===== src/rtl/tdm_pkg.sv =====
// Shared constants and types for the eight-channel TDM scanner.
// Imported by the channel picker and the scanner top.
package tdm_pkg;

    localparam int NCH   = 8;
    localparam int SEL_W = 3;

    localparam int DEF_WIDTH = 4;
    localparam int DEF_DWELL = 4;

    typedef enum logic [1:0] {
        IDLE = 2'd0,
        SCAN = 2'd1,
        HOLD = 2'd2
    } state_t;

endpackage


===== src/rtl/rr_next_ch.sv =====
// Round-robin channel picker: next enabled channel after cur (with wrap)
// and the lowest enabled channel of the mask.
module rr_next_ch
    import tdm_pkg::*;
(
    input  logic [SEL_W-1:0] cur,
    input  logic [NCH-1:0]   mask,
    output logic [SEL_W-1:0] next_ch,
    output logic             wrap,
    output logic [SEL_W-1:0] lowest
);

    logic             found;
    logic [SEL_W-1:0] idx;

    always_comb begin
        next_ch = cur;
        found   = 1'b0;
        idx     = cur;
        // offset 8 lands back on cur, covering a single-channel mask
        for (int i = 1; i <= NCH; i++) begin
            idx = cur + SEL_W'(i);
            if (!found && mask[idx]) begin
                next_ch = idx;
                found   = 1'b1;
            end
        end
        wrap = found && (next_ch <= cur);
    end

    always_comb begin
        lowest = '0;
        for (int i = NCH - 1; i >= 0; i--) begin
            if (mask[i]) lowest = SEL_W'(i);
        end
    end

endmodule


===== src/rtl/tdm_mux_81_scan.sv =====
// Eight-channel round-robin TDM multiplexer with per-channel dwell,
// hold freeze and channel masking.
module tdm_mux_81_scan
    import tdm_pkg::*;
#(
    parameter int WIDTH = DEF_WIDTH,
    parameter int DWELL = DEF_DWELL
) (
    input  logic             clk,
    input  logic             rst_n,
    input  logic             en,
    input  logic             hold,
    input  logic [NCH-1:0]   ch_mask,
    input  logic [WIDTH-1:0] data_in_0,
    input  logic [WIDTH-1:0] data_in_1,
    input  logic [WIDTH-1:0] data_in_2,
    input  logic [WIDTH-1:0] data_in_3,
    input  logic [WIDTH-1:0] data_in_4,
    input  logic [WIDTH-1:0] data_in_5,
    input  logic [WIDTH-1:0] data_in_6,
    input  logic [WIDTH-1:0] data_in_7,
    output logic [WIDTH-1:0] data_out,
    output logic [SEL_W-1:0] sel_out,
    output logic             valid,
    output logic             frame_start
);

    localparam int          CW   = $clog2(DWELL) + 1;
    localparam logic [CW-1:0] LAST = CW'(DWELL - 1);

    state_t           state, state_n;
    logic [CW-1:0]    cnt, cnt_n;
    logic [SEL_W-1:0] sel_n;
    logic [WIDTH-1:0] dout_n;
    logic             valid_n, fs_n;

    logic [WIDTH-1:0] din [NCH];
    logic [SEL_W-1:0] next_ch, lowest;
    logic             wrap;

    assign din[0] = data_in_0;
    assign din[1] = data_in_1;
    assign din[2] = data_in_2;
    assign din[3] = data_in_3;
    assign din[4] = data_in_4;
    assign din[5] = data_in_5;
    assign din[6] = data_in_6;
    assign din[7] = data_in_7;

    rr_next_ch u_pick (
        .cur     (sel_out),
        .mask    (ch_mask),
        .next_ch (next_ch),
        .wrap    (wrap),
        .lowest  (lowest)
    );

    always_comb begin
        state_n = state;
        cnt_n   = cnt;
        sel_n   = sel_out;
        dout_n  = din[sel_out];
        valid_n = 1'b1;
        fs_n    = 1'b0;
        if (!en || ch_mask == '0) begin
            state_n = IDLE;
            cnt_n   = '0;
            dout_n  = '0;
            valid_n = 1'b0;
        end else if (state == IDLE) begin
            state_n = SCAN;
            cnt_n   = '0;
            sel_n   = lowest;
            dout_n  = din[lowest];
            fs_n    = 1'b1;
        end else if (!ch_mask[sel_out]) begin
            // current channel dropped out: leave it at once, even in hold
            state_n = hold ? HOLD : SCAN;
            cnt_n   = '0;
            sel_n   = next_ch;
            dout_n  = din[next_ch];
            fs_n    = wrap;
        end else if (hold) begin
            state_n = HOLD;
        end else begin
            state_n = SCAN;
            if (cnt == LAST) begin
                cnt_n  = '0;
                sel_n  = next_ch;
                dout_n = din[next_ch];
                fs_n   = wrap;
            end else begin
                cnt_n = cnt + 1'b1;
            end
        end
    end

    always_ff @(posedge clk or negedge rst_n) begin
        if (!rst_n) begin
            state       <= IDLE;
            cnt         <= '0;
            sel_out     <= '0;
            data_out    <= '0;
            valid       <= 1'b0;
            frame_start <= 1'b0;
        end else begin
            state       <= state_n;
            cnt         <= cnt_n;
            sel_out     <= sel_n;
            data_out    <= dout_n;
            valid       <= valid_n;
            frame_start <= fs_n;
        end
    end

endmodule


===== config.mk =====
export PLATFORM = sky130hd
export DESIGN_NAME = tdm_mux_81_scan
export DESIGN_NICKNAME = d
export VERILOG_FILES = /design/src/rtl/tdm_pkg.sv /design/src/rtl/rr_next_ch.sv /design/src/rtl/tdm_mux_81_scan.sv
export SDC_FILE = /design/constraint.sdc
export NUM_CORES = 1
export LEC_CHECK = 0
export ABC_AREA = 0
export CAP_MARGIN = 20
export CORE_ASPECT_RATIO = 1.4
export CORE_UTILIZATION = 30
export DETAILED_ROUTE_END_ITERATION = 7
export SYNTH_ARGS = -nofsm -noshare
export SYNTH_HDL_FRONTEND = slang
export SYNTH_SLANG_ARGS = --single-unit
export TNS_END_PERCENT = 20

===== constraint.sdc =====
create_clock -name clk -period 10.4 [get_ports clk]
set_input_delay 2.08 -clock clk [delete_from_list [all_inputs] [get_ports clk]]
set_output_delay 2.08 -clock clk [all_outputs]
set_load 0.01 [all_outputs]

==> flow_summary.yaml, run 1 <==
worst_setup_path:
  required_ns: 10.58
  critical_path.top_delay_family: "simple AND/OR/NAND/NOR gates"
  r2r-start: "sel_out[0]"
  slowest_stage: "mux4_2"
  crit_type: "input port to flip-flop"
  start_kind: "input port"
  crit_path_end_kind: "flip-flop"
  crit_path_max_fanout: 10
  crit_chain: "clkdlybuf4s50_1, mux4_2, or2_4, or3_4, or4_4, a31oi_4, nor2_8, inv_2, ha_1, nor2b_1, o21a_1, o21ai_0, a21oi_1, nor2_1"
  slowest_delay_ns: 0.57
  critical_path_buf_inv_count: 2
  cp.arrival_ns: 5.85
  r2r_setup_slack_ns: 5.45
  crit_start: "ch_mask[1]"
clock_network:
  cts_buffer_depth: 2
  cts_resized: 0
  cts.sinks: 14
  cts_tree: "built"
  cts_inserted_buffers: 3
  postCtsSetupBuffers: 0
  clk_pin_slew_ns: 0.06
  clk_latency_ns: 0.25
  hold_buffers: 0
  cts-htree-levels: 1
  clockRootBuffer: "clkbuf_8"
cells_and_area:
  fillers: 821
  final_area_um2: 3152
  n_antenna_cell: 0
  final_common_cell: "clkdlybuf4s50_1"
  final_cell_mix: "52 x clkdlybuf4s50_1, 32 x mux2i_1, 23 x mux4_2, 17 x nor2_1"
  fin_nets: 355
  final_util: 0.3993
  drive_above_1_share: 0.1908
  area_growth_syn_to_layout_pct: 27.09
  final_cells: 404
die:
  row_count: 38
  floorplan.initialDensity: 0.3142
  io_pins: 53
  fp.dieW_um: 78.84
  die_height_um: 109.6
  die-area_um2: 8639
  core_um2: 7893
power_and_ir_drop:
  switching_share: 0.5094
  power.density_nw_per_um2: 359.3
  p_leak_nw: 1.243
  p_sw_uw: 576.9
  clkPwrFrac: 0.047
  power_mw: 1.132
  comb_power_share: 0.875
  p_int_uw: 555.6
  pwr-share-seq: 0.078
  irDropWorstVdd_mv: 0.1986
logic_synthesis:
  synth_top_family_by_area: "multiplexers"
  ys_top_cells_by_area: "mux4_2 21%, dfrtp_1 14%, mux2i_1 13%, mux2_2 6.4%, a211oi_1 3.0%"
  synthArstFlopShare: 1.000
  synthAdderAreaFrac: 0.03027
  syn_area_um2: 2480
  synth_top_area_cell: "mux4_2"
  synth-compound-area-share: 0.2023
  syn_avg_cell_area_um2: 9.649
  synth_cell_types: 56
  syn_inst: 257
  synth_nets: 307
  synth_edf_count: 0
  synth_mux_area_frac: 0.4122
  synthSimpleGateAreaFrac: 0.1504
  synth-xor-area-share: 0.01413
  synth-seq-area-share: 0.1413
  yosysWarnings: 0
  synth_flop_cell: "dfrtp_1"
  synth_top_area_frac: 0.2089
  ys_ff_latch: 14
place:
  gp_congestion: 0.8647
  place_hpwl_um: 5576
  dp_worst_setup_slack_ns: 4.508
  placedCellCount: 400
  placement.io_buffers: 52
  dpl_cell_area_um2: 3097
routing:
  drcViolationCount: 0
  wire_per_inst_um: 18.23
  drt-initial-drc-count: 130
  via_per_inst: 5.859
  wl_um: 7364
  postRouteAntennaNets: 0
  firstDrtPassIters: 4
  vias: 2367
global_route:
  grt_max_degree: 31
  antenna_found_initial: 0
  gr-total-overflow: 0
  grt_pass1_wl_um: 12120
  grt_pass1_vias: 2394
  grt_usage: 0.1767
timing:
  fmax_ghz: 0.1765
  final.min_clock_period_ns: 5.667
  whs_ns: 0.5148
  setup_ws_ns: 4.733
  drv_slew: 0
  skew_ns: 0.0005513
  relSlewSlack: 0.4929
  tightest_slew_ns: 0.7578
  finalSetupViolCount: 0
  rsz0062_at_grt: "false"
  setup_tns_ns: 0
  period_share: 0.5449
  report.final.hold_viol_count: 0
min_path:
  hp-class: "flip-flop to flip-flop"
  worstHoldStart: "cnt[2]"
status:
  status: "completed"
flow_run:
  cap_violations: 0
-- cell usage after synthesis (all sizes together) (2+ instances only) --
master and n:
a221o 5, o211ai 4, dfrtp 14, a31oi 3, a21oi 11, nor2 18, mux2i 32, a211oi 10
nand3 3, o22ai 2, clkbuf 7, o21ai 12, xnor2 2, xor2 2, inv 13, nor4 4
mux2 14, buf 8, nand2 12, a221oi 2, o31ai 3, o2bb2ai 2, a211o 6, nand4 2
mux4 24, or2 3, nor3 5, ha 6, or3 4, nor3b 5, nand2b 3
-- path summary, 6_finish.rpt --
check	to	cells after the start
setup / recovery	frame_start	14
hold / removal	cnt[2]	2
setup reg to reg	frame_start	18
hold reg to reg	cnt[2]	2
max in group asynchronous	data_out[0]	1
min in group asynchronous	cnt[1]	1
-- state kept, by name, indices dropped and copies added (netlist names) --
signal,flops
valid,1
state,2
frame_start,1
cnt,3
data_out,4
sel_out,3
-- worst min-delay path, stage by stage, from the launching register on --
cell and delay (ns):
dfrtp_1 0.37, o21ai_0 0.07, nor2_1 0.04
-- routing by layer --
layer,up-vias,global-route usage,share of wire
met5,-,0,0
met4,0,0.06104,0.020
met3,16,0.01411,0.027
met2,53,0.3224,0.53
met1,1167,0.2173,0.43
li1,1131,-,-
-- cells by family (layout without fill, tap and decap cells) --
group	after synthesis	count (layout)
mux	70	70
simple gates	66	66
compound gates	69	69
xor+xnor	4	4
flops	14	14
buf+inv	28	75
fa+ha+maj	6	6
-- layout make-up --
type,instances,area (µm²),share of cell area
flip-flops and latches,14,350.3,0.1112
clock buffers,4,55.05,0.01747
repair buffers,58,565.5,0.1794
well taps,100,125.1,0.03970
multi-input cells,215,2007,0.6368
inverters,13,48.80,0.01548
-- power by group through the flow --
stage          Sequential, mW  Combinational, mW  Clock, mW
2_1_floorplan          0.0877              0.759          0
3_3_place_gp           0.0898              0.969          0
3_5_place_dp           0.0887              0.978          0
4_1_cts                0.0882              0.985     0.0537
5_1_grt                0.0895               1.08     0.0574
6_report               0.0884              0.990     0.0536
(Power assumes the default switching activity.)
==> run 2: changes to the inputs <==
==> constraint.sdc (replaced) <==
create_clock -name clk -period 4.58 [get_ports clk]
set_input_delay 0.916 -clock clk [delete_from_list [all_inputs] [get_ports clk]]
set_output_delay 0.916 -clock clk [all_outputs]
set_load 0.01 [all_outputs]
==> flow_summary.yaml, run 2 (synthesized netlist as in run 1, its figures left out) <==
routing:
  wire_per_inst_um: 17.93
  drcViolationCount: 0
  firstDrtPassIters: 4
  wl_um: 7476
  postRouteAntennaNets: 0
  vias: 2443
  drt-initial-drc-count: 180
  via_per_inst: 5.859
clock_network:
  cts_resized: 0
  postCtsSetupBuffers: 0
  cts_inserted_buffers: 3
  cts_buffer_depth: 2
  clk_pin_slew_ns: 0.06
  clockRootBuffer: "clkbuf_8"
  cts.sinks: 14
  hold_buffers: 0
  cts_tree: "built"
  clk_latency_ns: 0.24
  cts-htree-levels: 1
cells_and_area:
  final_common_cell: "clkdlybuf4s50_1"
  largestRegisters: "data_out x4, cnt x3, sel_out x3"
  fillers: 805
  area_growth_syn_to_layout_pct: 31.03
  largest_register: "data_out"
  n_antenna_cell: 0
  final_cells: 417
  largest_reg_flops: 4
  final_cell_mix: "52 x clkdlybuf4s50_1, 32 x mux2i_1, 23 x mux4_2, 19 x buf_4, 17 x nor2_1"
  drive_above_1_share: 0.2240
  fin_nets: 368
place:
  placedCellCount: 413
  placement.io_buffers: 52
  gp_congestion: 0.8888
  place_hpwl_um: 5754
timing:
  setup_tns_ns: 0
  report.final.hold_viol_count: 0
  fmax_ghz: 0.2363
  finalSetupViolCount: 0
  whs_ns: 0.5207
  relSlewSlack: 0.4764
  skew_ns: 0.002746
  drv_slew: 0
  rsz0062_at_grt: "false"
  tightest_slew_ns: 0.7825
  final.min_clock_period_ns: 4.232
  period_share: 0.9240
die:
  fp.dieW_um: 78.84
  die-area_um2: 8639
  row_count: 38
  io_pins: 53
  die_height_um: 109.6
  floorplan.initialDensity: 0.3142
  core_um2: 7893
min_path:
  hp-class: "flip-flop to flip-flop"
global_route:
  grt_pass1_vias: 2448
  grt_max_degree: 30
  gr-total-overflow: 0
  grt_usage: 0.1795
  antenna_found_initial: 0
  grt_pass1_wl_um: 12240
worst_setup_path:
  crit_type: "flip-flop to flip-flop"
  start_kind: "flip-flop"
  cp.arrival_ns: 4.36
  crit_path_max_fanout: 14
  required_ns: 4.71
  crit_path_end_kind: "flip-flop"
power_and_ir_drop:
  p_leak_nw: 1.305
  irDropWorstVdd_mv: 0.4959
  power.density_nw_per_um2: 813.8
flow_run:
  cap_violations: 0
status:
  status: "completed"
==> run 2: changes by cell type in the layout (fill, tap and decap cells not counted), sizes merged <==
| cell | change |
|---|---|
| buf | +13 |
==> run 2: final cells by class <==
type,count,area (µm²),share of cell area
tap,100,125.1,0.03851
inverter,13,48.80,0.01502
sequential,14,350.3,0.1078
clock buffer,4,55.05,0.01694
timing repair buffer,71,663.1,0.2041
multi-input combinational,215,2007,0.6176
==> run 2: final timing paths <==
check                           cells after the start           to  slack, ns  startpoint
worst max-delay path                               13  data_out[1]       0.35  sel_out[0]
worst min-delay path                                2       cnt[1]       0.52      cnt[1]
worst max register to register                     13  data_out[1]       0.35  sel_out[0]
worst min register to register                      2       cnt[1]       0.52      cnt[1]
max in group asynchronous                           1       cnt[2]       3.07       rst_n
min in group asynchronous                           1   sel_out[2]       1.08       rst_n
==> run 2: worst max-delay path: stages (launching register included) <==
cell      delay, ns
dfrtp_1        0.34
inv_1          0.12
ha_1           0.69
inv_1          0.23
a211oi_1       0.44
a221oi_1       0.25
buf_4          0.22
or4_4          0.57
and4_4         0.27
nor2_8         0.15
buf_4          0.18
mux2i_1        0.07
mux2_2         0.27
a211oi_1       0.31
==> run 2: layer usage <==
metal / track usage / wire length, µm
met1: 0.2331 / 3241
met2: 0.3267 / 3827
met3: 0.01162 / 325
met4: 0.03636 / 82
met5: 0 / 0
==> run 2: metrics by stage <==
step | setup slack [ns] | power [mW] | area (µm²) | util
floorplan | 0.3394 | 1.923 | 2480 | -
CTS | 0.3807 | 2.631 | 3249 | 0.4117
finish | 0.3482 | 2.644 | 3249 | 0.4117
global placement | 0.1890 | 2.474 | 3194 | 0.4047
detailed placement | 0.1675 | 2.496 | 3194 | 0.4047
global route | 0.07490 | 2.865 | 3249 | 0.4117
==> run 2: power breakdown <==
part           switching, mW  internal [mW]  total (mW)
clock                 0.0446         0.0761       0.121
sequential            0.0304          0.159       0.189
combinational           1.24           1.09        2.33
total                   1.32           1.33        2.64
